==> src/rtl/imem_boot_loader.sv <==
// imem_boot_loader: after reset copies WORDS little-endian words EEPROM->imem, 8 cycles/word with zero-wait acks.
// Holds byte_req/byte_addr until byte_ack (no timeout); done is terminal until reset. Macro BOOT_CHECKSUM_EN adds XOR image check.
module imem_boot_loader #(
    parameter int          WORDS = 64,
    parameter logic [15:0] BASE  = 16'h0000
) (
    input  logic        clk,
    input  logic        reset_n,
    output logic        byte_req,
    output logic [15:0] byte_addr,
    input  logic        byte_ack,
    input  logic [7:0]  byte_data,
    output logic        imem_we,
    output logic [5:0]  imem_wa,
    output logic [31:0] imem_wd,
    output logic        done,
    output logic        checksum_ok
);
    localparam int            CW   = $clog2(WORDS + 1);
    localparam logic [CW-1:0] LAST = CW'(WORDS - 1);

    typedef enum logic [2:0] {
        IDLE,
        REQ,
        GAP,
        WRITE,
`ifdef BOOT_CHECKSUM_EN
        CHECK,
`endif
        DONE
    } state_t;

    state_t        state_q, state_d;
    logic [15:0]   addr_q, addr_d;
    logic [1:0]    k_q, k_d;
    logic [31:0]   word_q, word_d;
    logic [CW-1:0] cnt_q, cnt_d;
`ifdef BOOT_CHECKSUM_EN
    logic [31:0]   csum_q, csum_d;
    logic          phase_q, phase_d;
    logic          ok_q, ok_d;
`endif

    always_ff @(posedge clk or negedge reset_n) begin
        if (!reset_n) begin
            state_q <= IDLE;
            addr_q  <= BASE;
            k_q     <= 2'd0;
            word_q  <= 32'd0;
            cnt_q   <= '0;
`ifdef BOOT_CHECKSUM_EN
            csum_q  <= 32'd0;
            phase_q <= 1'b0;
            ok_q    <= 1'b0;
`endif
        end else begin
            state_q <= state_d;
            addr_q  <= addr_d;
            k_q     <= k_d;
            word_q  <= word_d;
            cnt_q   <= cnt_d;
`ifdef BOOT_CHECKSUM_EN
            csum_q  <= csum_d;
            phase_q <= phase_d;
            ok_q    <= ok_d;
`endif
        end
    end

    always_comb begin
        state_d = state_q;
        addr_d  = addr_q;
        k_d     = k_q;
        word_d  = word_q;
        cnt_d   = cnt_q;
`ifdef BOOT_CHECKSUM_EN
        csum_d  = csum_q;
        phase_d = phase_q;
        ok_d    = ok_q;
`endif
        case (state_q)
            IDLE: state_d = REQ;
            REQ: begin
                if (byte_ack) begin
                    word_d[{k_q, 3'b000} +: 8] = byte_data;
                    k_d = k_q + 2'd1;
                    if (k_q != 2'd3) begin
                        state_d = GAP;
`ifdef BOOT_CHECKSUM_EN
                    // last byte of the stored checksum word: compare before it lands in word_q
                    end else if (phase_q) begin
                        state_d = DONE;
                        ok_d    = ({byte_data, word_q[23:0]} == csum_q);
`endif
                    end else begin
                        state_d = WRITE;
                    end
                end
            end
            GAP: begin
                addr_d  = addr_q + 16'd1;
                state_d = REQ;
            end
            WRITE: begin
                addr_d = addr_q + 16'd1;
                cnt_d  = cnt_q + CW'(1);
`ifdef BOOT_CHECKSUM_EN
                csum_d = csum_q ^ word_q;
`endif
                if (cnt_q == LAST) begin
`ifdef BOOT_CHECKSUM_EN
                    state_d = CHECK;
`else
                    state_d = DONE;
`endif
                end else begin
                    state_d = REQ;
                end
            end
`ifdef BOOT_CHECKSUM_EN
            CHECK: begin
                phase_d = 1'b1;
                state_d = REQ;
            end
`endif
            DONE:    state_d = DONE;
            default: state_d = IDLE;
        endcase
    end

    assign byte_req  = (state_q == REQ);
    assign byte_addr = addr_q;
    assign imem_we   = (state_q == WRITE);
    assign imem_wa   = 6'(cnt_q);
    assign imem_wd   = word_q;
    assign done      = (state_q == DONE);
`ifdef BOOT_CHECKSUM_EN
    assign checksum_ok = ok_q;
`else
    assign checksum_ok = done;
`endif

endmodule

==> config.mk <==
export PLATFORM = sky130hd
export DESIGN_NAME = imem_boot_loader
export DESIGN_NICKNAME = d
export VERILOG_FILES = /design/src/rtl/imem_boot_loader.sv
export SDC_FILE = /design/constraint.sdc
export NUM_CORES = 1
export LEC_CHECK = 0
export BUFFER_PORTS_ARGS = -buffer_cell sky130_fd_sc_hd__buf_4
export CAP_MARGIN = 20
export CORE_UTILIZATION = 51
export DETAILED_ROUTE_END_ITERATION = 16
export HOLD_SLACK_MARGIN = 0.05
export PLACE_DENSITY = 0.8
export SYNTH_ARGS = -nofsm -noshare
export SYNTH_HDL_FRONTEND = slang
export SYNTH_SLANG_ARGS = --single-unit
==> constraint.sdc <==
create_clock -name clk -period 2.1 [get_ports clk]
set_input_delay 0.105 -clock clk [delete_from_list [all_inputs] [get_ports clk]]
set_output_delay 0.105 -clock clk [all_outputs]
set_load 0.005 [all_outputs]
Yosys cells after proc, flatten, opt, wreduce, memory -nomap -nowiden. Index checks and enable logic that the tools add are counted. Widths: inputs -> output; s select.

Flip-flop bits (word level): 60. Input bits: 11. Output and inout port bits: 58. Word-level logic and storage cells: 27.

Add/subtract/negate cells: 4. Equality and inequality tests: 7. Shifts and indexed selects: 2. Multiplexer cells: 5. Reduce and logical (&&, ||, !) cells: 4.

Operators by type and width (count): $bwmux 32 (1); $shift 8x7->32 const A (1); $shiftx 8x7->32 (1); $add 16x1->16 const B (1); $pmux 3 s4 (1); $add 7x1->7 const B (1); $eq 7x6->1 const B (1); $neg 5->7 (1); $eq 3x2->1 const B (2); $mux 3 (2); $reduce_or 2->1 (2); $eq 3x1->1 const B (1); $eq 3x3->1 const B (1); $logic_not 3->1 (1); $add 2x1->2 const B (1); $ne 2x1->1 const B (1); $ne 2x2->1 const B (1); $reduce_and 2->1 (1); $mux 1 (1).

Longest topological paths before layout. Gate-level depths: netlist of run 1.

Depth in word-level cells: 4. Mapped depth: 7. Gate-level depth less buffers: 6.

Least setup slack after synthesis of run 1. OpenSTA, ideal clock, no wires.

Path kind: register to register. Start point: reg k_q[0]. End point: reg word_q[16], in the netlist imem_wd[16]. Library setup time: 83 ps. Data arrival time: 1658 ps. Required time: 2017 ps. Path slack: 359 ps. Stages on the path, launching flop included: 7. Buffers on the path: 0. Clock period less this slack: 1741 ps. Cells stage by stage: dfrtp_1 inv_1 ha_1 nand2b_1 nor3_1 nand2_1 o21ai_0.

Longest elaborated chain between the ends: 3. Elaborated cells on any way between the ends: 4. Those cells by class: add/sub: 1; shift: 2; mux: 1.

Ends and longest elaborated chain: start: declaration (RTL line 35) `logic [1:0] k_q, k_d;`; start signal: assignment (RTL line 59) `k_q <= k_d;`; $neg 5->7 (*) (RTL line 85) `word_d[{k_q, 3'b000} +: 8] = byte_data;`; $shiftx 8x7->32 or $shift 8x7->32 (tied branches) (RTL line 85); $bwmux 32 (*) (RTL line 85); end signal: assignment (RTL line 60) `word_q <= word_d;`; end: declaration (RTL line 36) `logic [31:0] word_q, word_d;`.

Every way passes the cells marked *; elsewhere a longest branch is shown, timed or not. A chain may end at the register's enable or synchronous reset.

Worst setup path after layout of run 1.
Start point: reg state_q[1]. End point: reg word_q[31], in the netlist imem_wd[31].

Longest elaborated chain between the ends: 2.

Ends and longest elaborated chain: start: declaration (RTL line 33) `state_t state_q, state_d;`; start signal: assignment (RTL line 57) `state_q <= state_d;`; $eq 3x1->1 (RTL line 81) `case (state_q)`; $reduce_and 2->1 (no line).

Every way passes these cells.

==> flow_summary_export.csv, run 1 <==
group,metric,value,unit
cells_and_area,syn2layout_area_growth,32.3,%
sta,clock_skew,10.6,ps
route,drtIter0Drc,172,
route,dr_wl_met3,206,um
clock_tree,cts_tree,"yes",
clock_tree,path_clk_slew,70,ps
place,globalplace.congestion,0.737,
cells_and_area,fin_cells,388,
cells_and_area,final_layout_size_suffix_gt1_share,28.7,%
route,route.met2.wl,2660,um
grt,grt_pass1_vias,1953,
route,vias_per_cell,5.04,
cells_and_area,num_antenna_cells,0,
power_and_ir_drop,internal_power,3.11,mW
die,dieArea,5370,sq um
grt,grt_remaining_overflow,0,
synth,avgSynthCellArea,10.8,sq um
sta,hold_violations,0,
sta,grt_setup_unrepaired,"no",
die,initial_core_util,53.8,%
sta,finalSetupViolations,0,
synth,yosysUniqueCellTypes,31,
sta,period_share,86.0,%
grt,antenna_found_initial,0,
sta,fin_crit,1810,ps
synth,syn_inst,240,
synth,synth_top_area_share,57.9,%
sta,finalMaxSlewViolations,0,
synth,syn-cell-area,2590,sq um
grt,grt_max_degree,61,
power_and_ir_drop,seqPwrFrac,40.5,%
worst_setup_path,cp-end-kind,"register",
clock_tree,clock_latency,330,ps
route,top_layer_used,"met4",
worst_setup_path,crit_required,2310,ps
power_and_ir_drop,p_per_area,1330,nW/um^2
die,rows,25,
route,drc_errors,0,
synth,yosys.area.top_type,"dfrtp_1",
power_and_ir_drop,power_switching,1.43,mW
die,core_region_area,4820,sq um
grt,grt_use_total,22.7,%
clock_tree,cts_buffer_depth,2,
power_and_ir_drop,clkPwrFrac,26.0,%
route,dr_total_vias,1955,
worst_setup_path,crit_type,"register to register",
clock_tree,htree_num_levels,3,
sta,whs,69.1,ps
die,ios,69,
place,place_inst,364,
grt,grt_pass1_wl,9050,um
sta,tns,0,ps
synth,ys_seq_area_share,57.9,%
power_and_ir_drop,ir_worst_vdd,0.000755,V
worst_setup_path,cp-start-kind,"register",
run,cap_violations,0,
worst_setup_path,arrival,2010,ps
cells_and_area,fin_nets,334,
power_and_ir_drop,design_power_total,4.54,mW
clock_tree,cts.sinks,60,
power_and_ir_drop,p_leak,1.69,nW
place,io_buffers,68,
power_and_ir_drop,combPwrFrac,33.5,%
synth,yosys_warnings,0,
synth,synth.area.top_cells,"dfrtp_1 (58%), nand2_1 (8.5%), xnor2_1 (6.1%)",
route,wl_per_cell,13.7,um
die,die_height,73.3,um
outcome,status,"complete, no violations",
clock_tree,cts-buffers-inserted,9,
synth,ys_ff_latch,60,
min_path,min-delay-path-class,"input port to register",
clock_tree,cts_setup_buffers,0,
route,ant_nets,0,
die,die_w,73.3,um
route,routed_wl,5310,um
sta,tightest_slew,733,ps
synth,syn_nets,258,
route,drt-met1-wl,2330,um
route,dr.pass1.iters,5,
sta,slew_headroom,51.1,%
worst_setup_path,critPathMaxFanout,16,
clock_tree,root_buffer,"clkbuf_8",
power_and_ir_drop,sw_frac_of_total,31.6,%
sta,fmax,0.553,GHz
place,dp.final_hpwl,3750,um
[layer usage]
layer | up-vias | GRT usage, %
li1 | 957 | -
met1 | 931 | 28.9
met2 | 57 | 36.1
met3 | 10 | 4.66
met4 | 0 | 13.1
met5 | - | 0
[area by class of cell]
type,count,area (sq um)
flip-flops and latches,60,1500
fillers,388,1390
multi-input cells,162,982
repair buffers,78,606
clock buffers,12,165
well taps,67,83.8
clock inverters,4,70.1
inverters,5,18.8
[critical path, stage by stage (launching register included)]
cell      delay (ps)
dfrtp_1          460
and4bb_2         470
nand2_1          320
o41ai_1          450
[path summary, 6_finish.rpt]
check                         startpoint       endpoint  slack (ps)  cells after the start
max in group asynchronous        reset_n    imem_wd[26]        1240                      2
hold / removal              byte_data[7]    imem_wd[23]          70                      3
min in group asynchronous        reset_n       cnt_q[1]         380                      2
setup / recovery              state_q[1]    imem_wd[31]         290                      3
setup reg to reg              state_q[1]    imem_wd[31]         290                      3
hold reg to reg            byte_addr[15]  byte_addr[15]         480                      1
[Yosys cell counts]
cell / instances
a21oi_1: 1
a22o_1: 7
and2_1: 1
and3_1: 3
and4_1: 3
and4b_1: 1
and4bb_2: 1
buf_1: 1
buf_2: 2
buf_4: 10
dfrtp_1: 60
ha_1: 7
inv_1: 5
mux2_2: 2
nand2_1: 59
nand2_4: 1
nand2b_1: 3
nand3_1: 9
nand3b_1: 2
nand4_1: 3
nor2_1: 3
nor2b_1: 1
nor3_1: 3
nor3_4: 1
nor3b_1: 1
o21ai_0: 24
o32ai_1: 1
o41ai_1: 2
or2_2: 1
xnor2_1: 18
xor2_1: 4
[state kept, by name, summed over array words and instances (netlist names)]
signal and flops:
byte_addr 16, cnt_q 7, imem_wd 32, k_q 2
state_q 3
[power by group through the flow]
stage | registers (mW) | clock network (mW) | logic [mW]
after global routing | 1.90 | 1.26 | 1.70
final | 1.84 | 1.18 | 1.52
after floorplan | 1.83 | 0 | 0.784
after CTS | 1.84 | 1.20 | 1.54
after global placement | 1.84 | 0 | 1.45
after detailed placement | 1.86 | 0 | 1.51
[cells in the final DEF (no fill, tap or decap), types with 3 or more instances in the layout]
| master | Yosys | final |
|---|---|---|
| a22o_1 | 7 | 7 |
| nand2_1 | 59 | 59 |
| ha_1 | 7 | 7 |
| nand4_1 | 3 | 3 |
| xnor2_1 | 18 | 18 |
| nand3_1 | 9 | 9 |
| o21ai_0 | 24 | 24 |
| inv_1 | 5 | 5 |
| nor3_1 | 3 | 3 |
| clkbuf_8 | 0 | 12 |
| nor2_1 | 3 | 3 |
| buf_4 | 10 | 70 |
| and3_1 | 3 | 3 |
| xor2_1 | 4 | 4 |
| nand2b_1 | 3 | 3 |
| and4_1 | 3 | 3 |
| dfrtp_1 | 60 | 60 |
| dlygate4sd3_1 | 0 | 8 |
[timing repair]
item | CTS | global route
endpoints found under the hold margin | 84 | 0
hold buffers | 8 | 0
resized for setup | 0 | 0
[logic make-up (layout without fill, tap and decap cells)]
kind of cell	Yosys count	in the layout	synth area share [%]
adders and majority gates	7	7	3.38
muxes	2	2	0.869
and+or+nand+nor	96	96	18.0
DFF	60	60	57.9
AOI/OAI and AO/OA	35	35	8.21
xor gates and xnor gates	22	22	7.44
buffers and inverters	18	99	4.15
[through the flow]
stage / cell area (sq um) / setup WS (ps) / util (%)
floorplan: 2590 / 359 / -
detailed placement: 3110 / 351 / 64.6
finish: 3430 / 293 / 71.1
CTS: 3430 / 258 / 71.1
global placement: 3110 / 336 / 64.6
global route: 3430 / 120 / 71.1
Power figures use the tool's default switching activity.
==> run 2: changes to the inputs <==
CORE_MARGIN = 2   (was default)
clock period = 2.28 ns   (was 2.1 ns; I/O delays follow)
==> run 2 against run 1 <==
Clock skew fell by 2.3 ps. Sequential share of layout area fell by 0.13 points. Sequential power fell by 8%. Global-route usage fell by 2.3 points. Sequential cell count did not move. Maximum frequency rose by 3.1%. Register-to-register slack improved by 230 ps. Cell count rose by 0.26%.
==> flow_summary_export.csv, run 2 (same netlist as run 1, synthesis figures left out) <==
group,metric,value,unit
cells_and_area,fin_nets,335,
sta,grt_setup_unrepaired,"no",
cells_and_area,mostFrequentLayoutCells,"buf_4 (70), dfrtp_1 (60), nand2_1 (59)",
sta,slew_headroom,51.7,%
min_path,min-delay-path-class,"input port to register",
place,globalplace.congestion,0.771,
clock_tree,cts_tree,"yes",
route,dr.pass1.iters,7,
sta,period_share,76.9,%
route,dr_total_vias,1971,
sta,setup_ws,527,ps
worst_setup_path,arrival,1970,ps
die,ios,69,
sta,finalMaxSlewViolations,0,
clock_tree,cts-resized-gates,0,
route,drtIter0Drc,154,
place,placed_area,3110,sq um
worst_setup_path,rr_worst_depth,3,
cells_and_area,fillers,389,
die,rows,25,
grt,grt_pass1_wl,8580,um
route,vias_per_cell,5.07,
cells_and_area,mostFrequentLayoutCell,"buf_4",
worst_setup_path,critPathMaxFanout,16,
clock_tree,hold_buffers,9,
grt,grt_use_total,20.4,%
clock_tree,cts_setup_buffers,0,
clock_tree,root_buffer,"clkbuf_8",
route,wl_per_cell,13.7,um
worst_setup_path,rr_startpoint,"state_q[1]",
power_and_ir_drop,p_leak,1.69,nW
route,ant_nets,0,
power_and_ir_drop,ir_worst_vdd,0.000690,V
grt,grt_max_degree,61,
min_path,min_to,"state_q[0]",
sta,finalSetupViolations,0,
clock_tree,path_clk_slew,60,ps
cells_and_area,final_area,3440,sq um
worst_setup_path,crit_required,2500,ps
grt,antenna_found_initial,0,
outcome,status,"complete, no violations",
sta,tightest_slew,724,ps
sta,hold_violations,0,
sta,fin_crit,1750,ps
grt,grt_pass1_vias,1829,
run,cap_violations,0,
die,initial_core_util,53.8,%
clock_tree,cts_buffer_depth,2,
place,io_buffers,68,
sta,tns,0,ps
die,die_height,75.3,um
clock_tree,htree_num_levels,3,
clock_tree,cts.sinks,60,
place,pre_cts_slack,559,ps
worst_setup_path,reg2reg_to,"imem_wd[31]",
min_path,min_path_cells,4,
worst_setup_path,cp-end-kind,"register",
cells_and_area,largest_register_ffs,32,
worst_setup_path,r2r_slack,530,ps
worst_setup_path,cp-start-kind,"register",
grt,grt_remaining_overflow,0,
sta,clock_skew,8.24,ps
power_and_ir_drop,p_per_area,1220,nW/um^2
cells_and_area,syn2layout_area_growth,32.6,%
min_path,hp-start,"byte_ack",
die,dieArea,5670,sq um
cells_and_area,num_antenna_cells,0,
worst_setup_path,crit_type,"register to register",
die,core_region_area,4820,sq um
cells_and_area,final_layout_size_suffix_gt1_share,28.6,%
route,routed_wl,5340,um
place,dp.final_hpwl,3810,um
clock_tree,clock_latency,330,ps
route,drc_errors,0,
sta,fmax,0.570,GHz
worst_setup_path,startpoint,"state_q[1]",
clock_tree,cts-buffers-inserted,9,
die,die_w,75.3,um
==> run 2: cell types whose count changed in the layout (fill, tap and decap cells not counted) <==
cell / previous run / this run
dlygate4sd3_1: 8 / 9
==> run 2: metal layers <==
layer | part of all wire, % | GRT usage, %
met5 | 0 | 0
met4 | 1.9 | 9.94
met3 | 3.9 | 4.02
met2 | 49 | 33.2
met1 | 45 | 26.1
==> run 2: final cells by class <==
type / instances / area (sq um) / area share, %
sequential: 60 / 1500 / 43.7
clock buffer: 12 / 165 / 4.81
multi-input combinational: 162 / 982 / 28.6
clock inverter: 4 / 70.1 / 2.04
inverter: 5 / 18.8 / 0.546
tap: 67 / 83.8 / 2.44
timing repair buffer: 79 / 616 / 17.9
==> run 2: critical path, stage by stage (launching register included) <==
cell	delay [ps]
dfrtp_1	460
and4bb_2	470
nand2_1	290
o41ai_1	420
==> run 2: how the worst max path moves through the flow <==
stage | to | slack (ps) | cells past startpoint
2_1_floorplan | imem_wd[16] | 540 | 6
3_3_place_gp | imem_wd[31] | 530 | 3
3_5_place_dp | imem_wd[5] | 560 | 6
4_1_cts | imem_wd[31] | 520 | 3
5_1_grt | imem_wd[31] | 330 | 3
6_report | imem_wd[31] | 530 | 3
==> run 2: through the flow <==
| stage | util (%) | std cells | power [mW] | hold slack, ps |
|---|---|---|---|---|
| floorplan | - | 240 | 2.41 | -182 |
| global placement | 64.6 | 364 | 3.04 | 220 |
| detailed placement | 64.6 | 364 | 3.10 | 225 |
| CTS | 71.4 | 389 | 4.23 | 189 |
| global route | 71.4 | 389 | 4.47 | 247 |
| finish | 71.4 | 389 | 4.20 | 203 |
==> run 2: power breakdown <==
part           internal [mW]  leakage, nW  switching (mW)
Combinational          0.750        0.764           0.642
Clock                  0.701        0.122           0.404
Sequential              1.41        0.803           0.284
Total                   2.87         1.69            1.33
==> run 3: changes to the inputs <==
ABC_AREA = 1   (was default)
PLACE_DENSITY = 0.78   (was 0.8)
clock period = 1.7 ns   (was 2.28 ns; I/O delays follow)
==> run 3 against run 2 <==
Cell count up 28%. Synthesized area up 19%. Critical path type unchanged. Global-route usage up 2.5 points. Clock power up 32%. Combinational power up 97%. Worst setup slack worse by 380 ps. Via count up 31%.
==> flow_summary_export.csv, run 3 <==
group,metric,value,unit
cells_and_area,mostFrequentLayoutCell,"nand2_1",
synth,syn_inst,336,
route,dr.pass1.iters,4,
worst_setup_path,critical-path-slowest-cell,"dfrtp_1",
worst_setup_path,worstPathCellList,"inv_1, ha_1, inv_1, nor2_4, nand2_1, inv_2, nand3_1, o21ai_2",
power_and_ir_drop,sw_frac_of_total,38.0,%
synth,synth_top_area_share,48.8,%
place,pre_cts_slack,142,ps
route,drtIter0Drc,109,
synth,ys_ff_latch,60,
die,dieArea,6670,sq um
synth,ys_seq_area_share,48.8,%
cells_and_area,final_layout_size_suffix_gt1_share,33.3,%
grt,grt_pass1_wl,11400,um
synth,ys.flop_type,"dfrtp_1",
clock_tree,cts.sinks,60,
synth,yosys_warnings,0,
grt,grt_max_degree,61,
die,ios,69,
min_path,min-delay-path-class,"input port to async pin",
clock_tree,root_buffer,"clkbuf_8",
cells_and_area,multi_input_area,1310,sq um
route,drc_errors,0,
power_and_ir_drop,p_leak,2.04,nW
sta,clock_skew,6.41,ps
worst_setup_path,cp-end-kind,"register",
clock_tree,clock_latency,350,ps
clock_tree,cts_setup_buffers,0,
clock_tree,cts_tree,"yes",
place,globalplace.congestion,0.818,
die,initial_core_util,52.2,%
clock_tree,htree_num_levels,3,
place,dp.final_hpwl,4610,um
synth,yosys.area.top_type,"dfrtp_1",
worst_setup_path,arrival,1820,ps
sta,hold_violations,0,
power_and_ir_drop,p_per_area,1670,nW/um^2
synth,synth_most_common_cell,"nand2_1",
cells_and_area,num_antenna_cells,0,
place,io_buffers,68,
synth,synth_simple_gate_area_share,27.8,%
power_and_ir_drop,design_power_total,6.53,mW
cells_and_area,syn2layout_area_growth,27.4,%
worst_setup_path,crit_type,"register to register",
sta,finalSetupViolations,0,
die,die_height,81.6,um
run,cap_violations,0,
synth,avgSynthCellArea,9.15,sq um
synth,synthTopCellsByCount,"nand2_1 (109), dfrtp_1 (60), inv_1 (24), o21ai_2 (24), nor2_1 (22)",
synth,synth_top_family_by_area,"simple AND/OR/NAND/NOR gates",
sta,tns,0,ps
route,wl_per_cell,14.0,um
power_and_ir_drop,clkPwrFrac,22.4,%
grt,grt_pass1_vias,2451,
sta,setup_ws,149,ps
synth,yosysUniqueCellTypes,29,
power_and_ir_drop,ir_worst_vdd,0.000863,V
sta,fmax,0.645,GHz
sta,finalMaxSlewViolations,0,
sta,fin_crit,1550,ps
cells_and_area,largest_register_ffs,32,
route,dr_total_vias,2585,
route,vias_per_cell,5.18,
synth,syn_nets,354,
synth,synth-adder-area-share,2.85,%
synth,muxShareOfSynthArea,0,%
synth,synth_edf_count,0,
die,core_region_area,5890,sq um
grt,antenna_found_initial,0,
power_and_ir_drop,combPwrFrac,41.9,%
cells_and_area,seq_area,1500,sq um
sta,slew_headroom,49.8,%
clock_tree,cts_buffer_depth,2,
cells_and_area,fillers,468,
synth,async_flop_share,100,%
synth,synth.area.top_cells,"dfrtp_1 (49%), nand2_1 (13%), o21ai_2 (6.8%)",
synth,syn-cell-area,3070,sq um
sta,period_share,91.3,%
die,die_w,81.6,um
worst_setup_path,crit_required,1970,ps
synth,synth-xor-area-share,4.27,%
grt,grt_remaining_overflow,0,
cells_and_area,mostFrequentLayoutCells,"nand2_1 (109), buf_4 (75), dfrtp_1 (60)",
synth,synth_compound_area_share,7.77,%
sta,tightest_slew,753,ps
cells_and_area,fin_nets,437,
power_and_ir_drop,seqPwrFrac,35.7,%
sta,grt_setup_unrepaired,"no",
outcome,status,"complete, no violations",
worst_setup_path,critPathMaxFanout,8,
route,routed_wl,6970,um
die,rows,28,
clock_tree,cts-buffers-inserted,9,
worst_setup_path,slowest_delay,400,ps
clock_tree,path_clk_slew,70,ps
worst_setup_path,crit_top_cell,"inv_1",
power_and_ir_drop,internal_power,4.05,mW
power_and_ir_drop,power_switching,2.48,mW
cells_and_area,fin_util,66.5,%
grt,grt_use_total,22.9,%
route,ant_nets,0,
worst_setup_path,cp-start-kind,"register",
run 3: changes by cell type in the layout (fill, tap and decap cells not counted), sizes merged, moves of 7 or more:
cell / delta
xnor2: -14
a22o: -7
nand4: +8
nand2: +57
xor2: +7
nor2: +27
nand3: +9
inv: +26
run 3: per-stage QoR:
step	hold WS, ps	area [sq um]	cells
6_report	354	3920	499
5_1_grt	427	3920	499
4_1_cts	379	3920	499
3_5_place_dp	207	3590	473
3_3_place_gp	204	3590	473
2_1_floorplan	-211	3070	336
run 3: kinds of logic (layout without fill, tap and decap cells):
kind of cell             Yosys count  count (layout)
AO/OA/AOI/OAI                     29              29
XOR/XNOR                          15              15
adder cells (fa/ha/maj)            7               7
buffers and inverters             44             132
flip-flops                        60              60
AND/OR/NAND/NOR                  181             181
run 3: final timing paths:
check | start | to | slack (ps) | cells after the start
max | k_q[1] | imem_wd[22] | 150 | 8
min | reset_n | cnt_q[1] | 350 | 2
max reg2reg | k_q[1] | imem_wd[22] | 150 | 8
min reg2reg | imem_wd[27] | imem_wd[27] | 490 | 2
max in group asynchronous | reset_n | imem_wd[10] | 850 | 2
min in group clk | imem_wd[27] | imem_wd[27] | 490 | 2
run 3: cell type report:
type | instances | area share (%)
sequential | 60 | 38.3
clock inverter | 6 | 2.24
clock buffer | 10 | 3.51
timing repair buffer | 85 | 16.9
inverter | 31 | 3.10
multi-input combinational | 232 | 33.5
tap | 75 | 2.40
run 3: timing repair:
action / in CTS / in global routing
endpoints found under the hold margin: 75 / 0
endpoints found under the setup margin: 0 / 3
hold buffers: 10 / 0
gates resized for setup: 0 / 1
run 3: critical path: cells and delay by family (launching register included):
family / cells / cell delay, ps
DFF: 1 / 400
AOI/OAI and AO/OA: 1 / 160
and+or+nand+nor: 3 / 280
adders and majority gates: 1 / 330
buffers and inverters: 3 / 310
run 3: layer usage:
metal	vias to the layer above	track usage [%]	part of all wire, %
li1	1220	-	-
met1	1249	27.5	41
met2	95	37.5	49
met3	21	7.58	7.4
met4	0	10.2	2.4
met5	-	0	0
run 3: power by group through the flow:
| stage | clock (mW) | combinational, mW | sequential, mW |
|---|---|---|---|
| 6_report | 1.46 | 2.74 | 2.33 |
| 5_1_grt | 1.55 | 3.05 | 2.39 |
| 4_1_cts | 1.48 | 2.74 | 2.33 |
| 3_5_place_dp | 0 | 2.70 | 2.34 |
| 3_3_place_gp | 0 | 2.64 | 2.32 |
| 2_1_floorplan | 0 | 1.62 | 2.32 |
